==> src/rtl/reset_sequencer.sv <==
// rtl/reset_sequencer.sv - staged core/peripheral/application reset release after PLL lock
module reset_sequencer #(
  parameter int LOCK_FILT  = 16,
  parameter int STAGE_DLY  = 32,
  parameter int SW_RST_LEN = 64,
  parameter int CNT_W      = 8
) (
  input  logic             clk,
  input  logic             rst,
  input  logic             pll_locked,
  input  logic             sw_rst_req,
  input  logic             lock_lost_clr,
  output logic             rst_core,
  output logic             rst_periph,
  output logic             rst_app,
  output logic             ready,
  output logic             lock_lost,
  output logic [CNT_W-1:0] rst_count
);

  localparam int LW   = $clog2(LOCK_FILT + 1);
  localparam int DMAX = (STAGE_DLY > SW_RST_LEN) ? STAGE_DLY : SW_RST_LEN;
  localparam int DW   = $clog2(DMAX + 1);

  localparam logic [LW-1:0] LOCK_LAST  = LW'(LOCK_FILT - 1);
  localparam logic [DW-1:0] STAGE_LAST = DW'(STAGE_DLY - 1);
  localparam logic [DW-1:0] SW_LAST    = DW'(SW_RST_LEN - 1);

  typedef enum logic [2:0] {
    WAIT_LOCK,
    REL_CORE,
    REL_PERIPH,
    RUN,
    SW_HOLD
  } state_t;

  state_t           state_q, state_d;
  logic [LW-1:0]    lock_cnt_q, lock_cnt_d;
  logic [DW-1:0]    dly_cnt_q, dly_cnt_d;
  logic             rst_core_q, rst_core_d;
  logic             rst_periph_q, rst_periph_d;
  logic             rst_app_q, rst_app_d;
  logic             ready_q, ready_d;
  logic             lock_lost_q, lock_lost_d;
  logic [CNT_W-1:0] rst_count_q, rst_count_d;
  logic [CNT_W-1:0] count_inc;

  always_ff @(posedge clk) begin
    if (rst) begin
      state_q      <= WAIT_LOCK;
      lock_cnt_q   <= '0;
      dly_cnt_q    <= '0;
      rst_core_q   <= 1'b1;
      rst_periph_q <= 1'b1;
      rst_app_q    <= 1'b1;
      ready_q      <= 1'b0;
      lock_lost_q  <= 1'b0;
      rst_count_q  <= '0;
    end else begin
      state_q      <= state_d;
      lock_cnt_q   <= lock_cnt_d;
      dly_cnt_q    <= dly_cnt_d;
      rst_core_q   <= rst_core_d;
      rst_periph_q <= rst_periph_d;
      rst_app_q    <= rst_app_d;
      ready_q      <= ready_d;
      lock_lost_q  <= lock_lost_d;
      rst_count_q  <= rst_count_d;
    end
  end

  assign count_inc = (&rst_count_q) ? rst_count_q : rst_count_q + CNT_W'(1);

  always_comb begin
    state_d      = state_q;
    lock_cnt_d   = lock_cnt_q;
    dly_cnt_d    = dly_cnt_q;
    rst_core_d   = rst_core_q;
    rst_periph_d = rst_periph_q;
    rst_app_d    = rst_app_q;
    ready_d      = ready_q;
    // A lock-loss set below overrides a same-edge clear.
    lock_lost_d  = lock_lost_q & ~lock_lost_clr;
    rst_count_d  = rst_count_q;

    case (state_q)
      WAIT_LOCK: begin
        rst_core_d   = 1'b1;
        rst_periph_d = 1'b1;
        rst_app_d    = 1'b1;
        ready_d      = 1'b0;
        if (!pll_locked) begin
          lock_cnt_d = '0;
        end else if (lock_cnt_q == LOCK_LAST) begin
          lock_cnt_d = '0;
          rst_core_d = 1'b0;
          dly_cnt_d  = '0;
          state_d    = REL_CORE;
        end else begin
          lock_cnt_d = lock_cnt_q + LW'(1);
        end
      end

      REL_CORE, REL_PERIPH, RUN: begin
        if (!pll_locked || sw_rst_req) begin
          rst_core_d   = 1'b1;
          rst_periph_d = 1'b1;
          rst_app_d    = 1'b1;
          ready_d      = 1'b0;
          rst_count_d  = count_inc;
          if (!pll_locked) begin
            lock_lost_d = 1'b1;
            lock_cnt_d  = '0;
            state_d     = WAIT_LOCK;
          end else begin
            dly_cnt_d = '0;
            state_d   = SW_HOLD;
          end
        end else if (state_q == REL_CORE) begin
          if (dly_cnt_q == STAGE_LAST) begin
            rst_periph_d = 1'b0;
            dly_cnt_d    = '0;
            state_d      = REL_PERIPH;
          end else begin
            dly_cnt_d = dly_cnt_q + DW'(1);
          end
        end else if (state_q == REL_PERIPH) begin
          if (dly_cnt_q == STAGE_LAST) begin
            rst_app_d = 1'b0;
            ready_d   = 1'b1;
            dly_cnt_d = '0;
            state_d   = RUN;
          end else begin
            dly_cnt_d = dly_cnt_q + DW'(1);
          end
        end
      end

      SW_HOLD: begin
        rst_core_d   = 1'b1;
        rst_periph_d = 1'b1;
        rst_app_d    = 1'b1;
        ready_d      = 1'b0;
        if (!pll_locked) begin
          lock_lost_d = 1'b1;
          lock_cnt_d  = '0;
          state_d     = WAIT_LOCK;
        end else if (dly_cnt_q == SW_LAST) begin
          lock_cnt_d = '0;
          state_d    = WAIT_LOCK;
        end else begin
          dly_cnt_d = dly_cnt_q + DW'(1);
        end
      end

      default: begin
        rst_core_d   = 1'b1;
        rst_periph_d = 1'b1;
        rst_app_d    = 1'b1;
        ready_d      = 1'b0;
        lock_cnt_d   = '0;
        state_d      = WAIT_LOCK;
      end
    endcase
  end

  assign rst_core   = rst_core_q;
  assign rst_periph = rst_periph_q;
  assign rst_app    = rst_app_q;
  assign ready      = ready_q;
  assign lock_lost  = lock_lost_q;
  assign rst_count  = rst_count_q;

endmodule

==> config.mk <==
export PLATFORM = sky130hd
export DESIGN_NAME = reset_sequencer
export DESIGN_NICKNAME = d
export VERILOG_FILES = /design/src/rtl/reset_sequencer.sv
export SDC_FILE = /design/constraint.sdc
export NUM_CORES = 1
export LEC_CHECK = 0
export ABC_AREA = 0
export CAP_MARGIN = 20
export CORE_ASPECT_RATIO = 0.5
export CORE_MARGIN = 2
export CORE_UTILIZATION = 40
export DETAILED_ROUTE_END_ITERATION = 6
export MAX_ROUTING_LAYER = met4
export PLACE_DENSITY = 0.61
export SLEW_MARGIN = 20
export SYNTH_ARGS = -nofsm -noshare
export SYNTH_HDL_FRONTEND = slang
export SYNTH_SLANG_ARGS = --single-unit
==> constraint.sdc <==
create_clock -name clk -period 2.37 [get_ports clk]
set_input_delay 0.474 -clock clk [delete_from_list [all_inputs] [get_ports clk]]
set_output_delay 0.474 -clock clk [all_outputs]
set_load 0.05 [all_outputs]
==> results_dict.tcl, run 1 <==
set metrics [dict create \
    cp_cell_sequence "ha_1, nand3_2, a2111o_1, a211oi_2, mux2_1" \
    cts_resized 0 \
    max_stage_delay_ns 0.44 \
    worstSetupPathType "flip-flop to flip-flop" \
    hold_slack_ns 0.437 \
    yosys.area_share.simple_pct 27.0 \
    reg2reg_setup_slack_ns 0.34 \
    maxCapViolCount 0 \
    cts.clk_slew.worst_paths_ns 0.10 \
    wl_per_cell_um 14.2 \
    slew_violations 0 \
    die_y_um 48.4 \
    fin_crit_sh_pct 85.8 \
    final_nets 200 \
    worstMarginPinSlew_ns 0.629 \
    ys_seq_area_share_pct 35.6 \
    hpwl_mm 2.44 \
    ys_ff_latch 28 \
    routed_via_density 5.71 \
    fin_ws_ns 0.337 \
    skew_ns 0.00836 \
    worst_path_max_delay_cell "a2111o_1" \
    overflow 0 \
    pre_cts_slack_ns 0.126 \
    drt-pass1-iter-count 4 \
    cts-root-buf "clkbuf_8" \
    n_antenna_cell 0 \
    layout_min_cycle_time_ns 2.03 \
    grt_pass1_wl_mm 5.92 \
    synth_area_leader_cell "dfxtp_1" \
    num_vias 1398 \
    cp_data_required_time_ns 2.55 \
    synthMuxAreaShare_pct 2.70 \
    cts-buffers-inserted 3 \
    grtUsageTotal_pct 16.8 \
    synth_ff_type "dfxtp_1" \
    cts_sinks 28 \
    synth_area_leaders "dfxtp_1 (36%), a21oi_1 (3.8%), nand2_1 (3.1%)" \
    synth_fp_nets 184 \
    peakVddDrop_uv 141 \
    area_delta_synth_final_pct 16.3 \
    dp.cells 241 \
    initial_core_util_pct 41.0 \
    grt_pass1_vias 1216 \
    synthAdderAreaFrac_pct 2.38 \
    die_area_um2 4490 \
    synth_compound_area_share_pct 26.2 \
    io_buffers 17 \
    die_x_um 92.8 \
    path_max_fanout 11 \
    grt_antenna_before_repair 0 \
    cts_tree "built" \
    synth_xor_area_share_pct 0.556 \
    hold_viol 0 \
    max_freq_mhz 492 \
    clock_path_buffers 2 \
    ys_warn_count 0 \
    synth_top_family_by_area "simple AND/OR/NAND/NOR gates" \
    finalNonFillerCells 245 \
    hold_class "flip-flop to flip-flop" \
    drive_gt1_share_pct 9.95 \
    cts_hold_buf 0 \
    place.gp.congestion 0.873 \
    status "complete, no violations" \
    netlist.area_leader.share_pct 35.6 \
    hp-start "lock_cnt_q[4]" \
    p_per_area_nw_per_um2 443 \
    rr_startpoint "dly_cnt_q[0]" \
    io_pins 18 \
    rows 16 \
    synth_area_um2 1580 \
    synth_area_per_cell_um2 8.96 \
    drt_wl_total_mm 3.49 \
    clk-insertion-delay-late_ns 0.28 \
    postCtsSetupRepairBufs 0 \
    drt_iter0_drc 26 \
    grt_max_degree 22 \
    synth-edff-count 0 \
    crit_path_end_kind "flip-flop" \
    finalSetupViolCount 0 \
    crit_path_start "dly_cnt_q[0]" \
    async_reset_ff_share_pct 0 \
    core-area_um2 3840 \
    ys_types 62 \
    drtAntennaViolNets 0 \
    syn_inst 176 \
    leakagePower_nw 0.604 \
    slew_headroom_pct 58.0 \
    drc 0 \
    crit_path_start_kind "flip-flop" \
    h-tree-depth 1 \
    rsz0062_at_grt "false" \
    tns_ns 0 \
    worstPathArrival_ns 2.21 \
]
[through the flow]
| step | utilization (%) | total power [mW] | instance area, um2 |
|---|---|---|---|
| 4_1_cts | 47.7 | 0.818 | 1830 |
| 2_1_floorplan | - | 0.504 | 1580 |
| 5_1_grt | 47.7 | 0.847 | 1830 |
| 3_5_place_dp | 46.3 | 0.519 | 1780 |
| 6_report | 47.7 | 0.813 | 1830 |
| 3_3_place_gp | 46.3 | 0.519 | 1780 |
[report_power, final]
| group | leakage [nW] | total (mW) | internal, mW | switching, mW |
|---|---|---|---|---|
| clock network | 0.0288 | 0.303 | 0.149 | 0.154 |
| logic | 0.349 | 0.0354 | 0.0143 | 0.0211 |
| registers | 0.226 | 0.474 | 0.472 | 0.00210 |
[state kept, by name, indices dropped and copies added (netlist names)]
register    flops
rst_app         1
rst_periph      1
rst_count       8
ready           1
state_q         3
lock_cnt_q      5
rst_core        1
lock_lost       1
dly_cnt_q       7
[path summary, 6_finish.rpt]
path | to | depth (start not counted)
setup reg to reg | state_q[1] | 5
hold reg to reg | lock_cnt_q[4] | 2
setup / recovery | state_q[1] | 5
hold / removal | lock_cnt_q[4] | 2
[area by class of cell]
class / count / area, um2
clock buffers: 4 / 55.1
well taps: 54 / 67.6
repair buffers: 21 / 200
multi-input cells: 132 / 927
inverters: 6 / 22.5
flip-flops and latches: 28 / 561
fillers: 378 / 2010
[worst max-delay path: cells and delay by family (launching register included)]
kind | cells | cell delay, ns
and+or+nand+nor | 1 | 0.24
AOI/OAI and AO/OA | 2 | 0.74
adders and majority gates | 1 | 0.22
muxes | 1 | 0.34
DFF | 1 | 0.39
[metal layers]
| layer | wire, um | GRT usage, % | share of wire [%] |
|---|---|---|---|
| met2 | 1540 | 23.9 | 44 |
| met3 | 113 | 4.21 | 3.2 |
| met1 | 1830 | 24.6 | 52 |
| met5 | 0 | - | 0 |
| met4 | 6 | 2.21 | 0.17 |
[cells by family (layout without fill, tap and decap cells)]
| logic type | Yosys count | in the layout |
|---|---|---|
| simple gates | 70 | 70 |
| compound gates | 54 | 54 |
| flops | 28 | 28 |
| buf+inv | 16 | 31 |
| mux | 4 | 4 |
| fa+ha+maj | 3 | 3 |
| xor+xnor | 1 | 1 |
[synth_stat cells (2+ instances only)]
master / instances
nand2b_1: 4
a21oi_1: 12
o2bb2ai_1: 2
ha_1: 3
nor3_1: 4
and3_1: 2
mux2_1: 2
clkbuf_1: 4
or3_1: 5
inv_1: 6
nand4_1: 5
mux2i_1: 2
o211ai_1: 3
o311a_1: 2
nand2_1: 13
nand3_1: 7
nor2b_1: 4
dfxtp_1: 28
nor3b_1: 3
o311ai_2: 2
o21ai_1: 5
o21ai_0: 3
or4b_1: 2
nor4_1: 2
buf_2: 2
or4_1: 2
nor2_1: 5
nand3b_1: 3
a22oi_1: 2
o31ai_1: 3
buf_6: 3
[cells in the final DEF, fill, tap and decap left out, types with 3 or more instances in the layout]
cell,Yosys,layout
a21oi_1,12,12
buf_4,1,4
clkbuf_8,0,4
clkdlybuf4s50_1,0,17
dfxtp_1,28,28
ha_1,3,3
inv_1,6,6
nand2_1,13,13
nand2b_1,4,4
nand3_1,7,7
nand3b_1,3,3
nand4_1,5,5
nor2_1,5,5
nor2b_1,4,4
nor3_1,4,4
nor3b_1,3,3
o211ai_1,3,3
o21ai_0,3,3
o21ai_1,5,5
o31ai_1,3,3
or3_1,5,5
(Power assumes the default switching activity.)
==> run 2, diff against run 1 <==
Settings changed: SLEW_MARGIN 20 to 10.
==> results of run 2 <==
Final layout, timing and power as in run 1 (identical DEF).
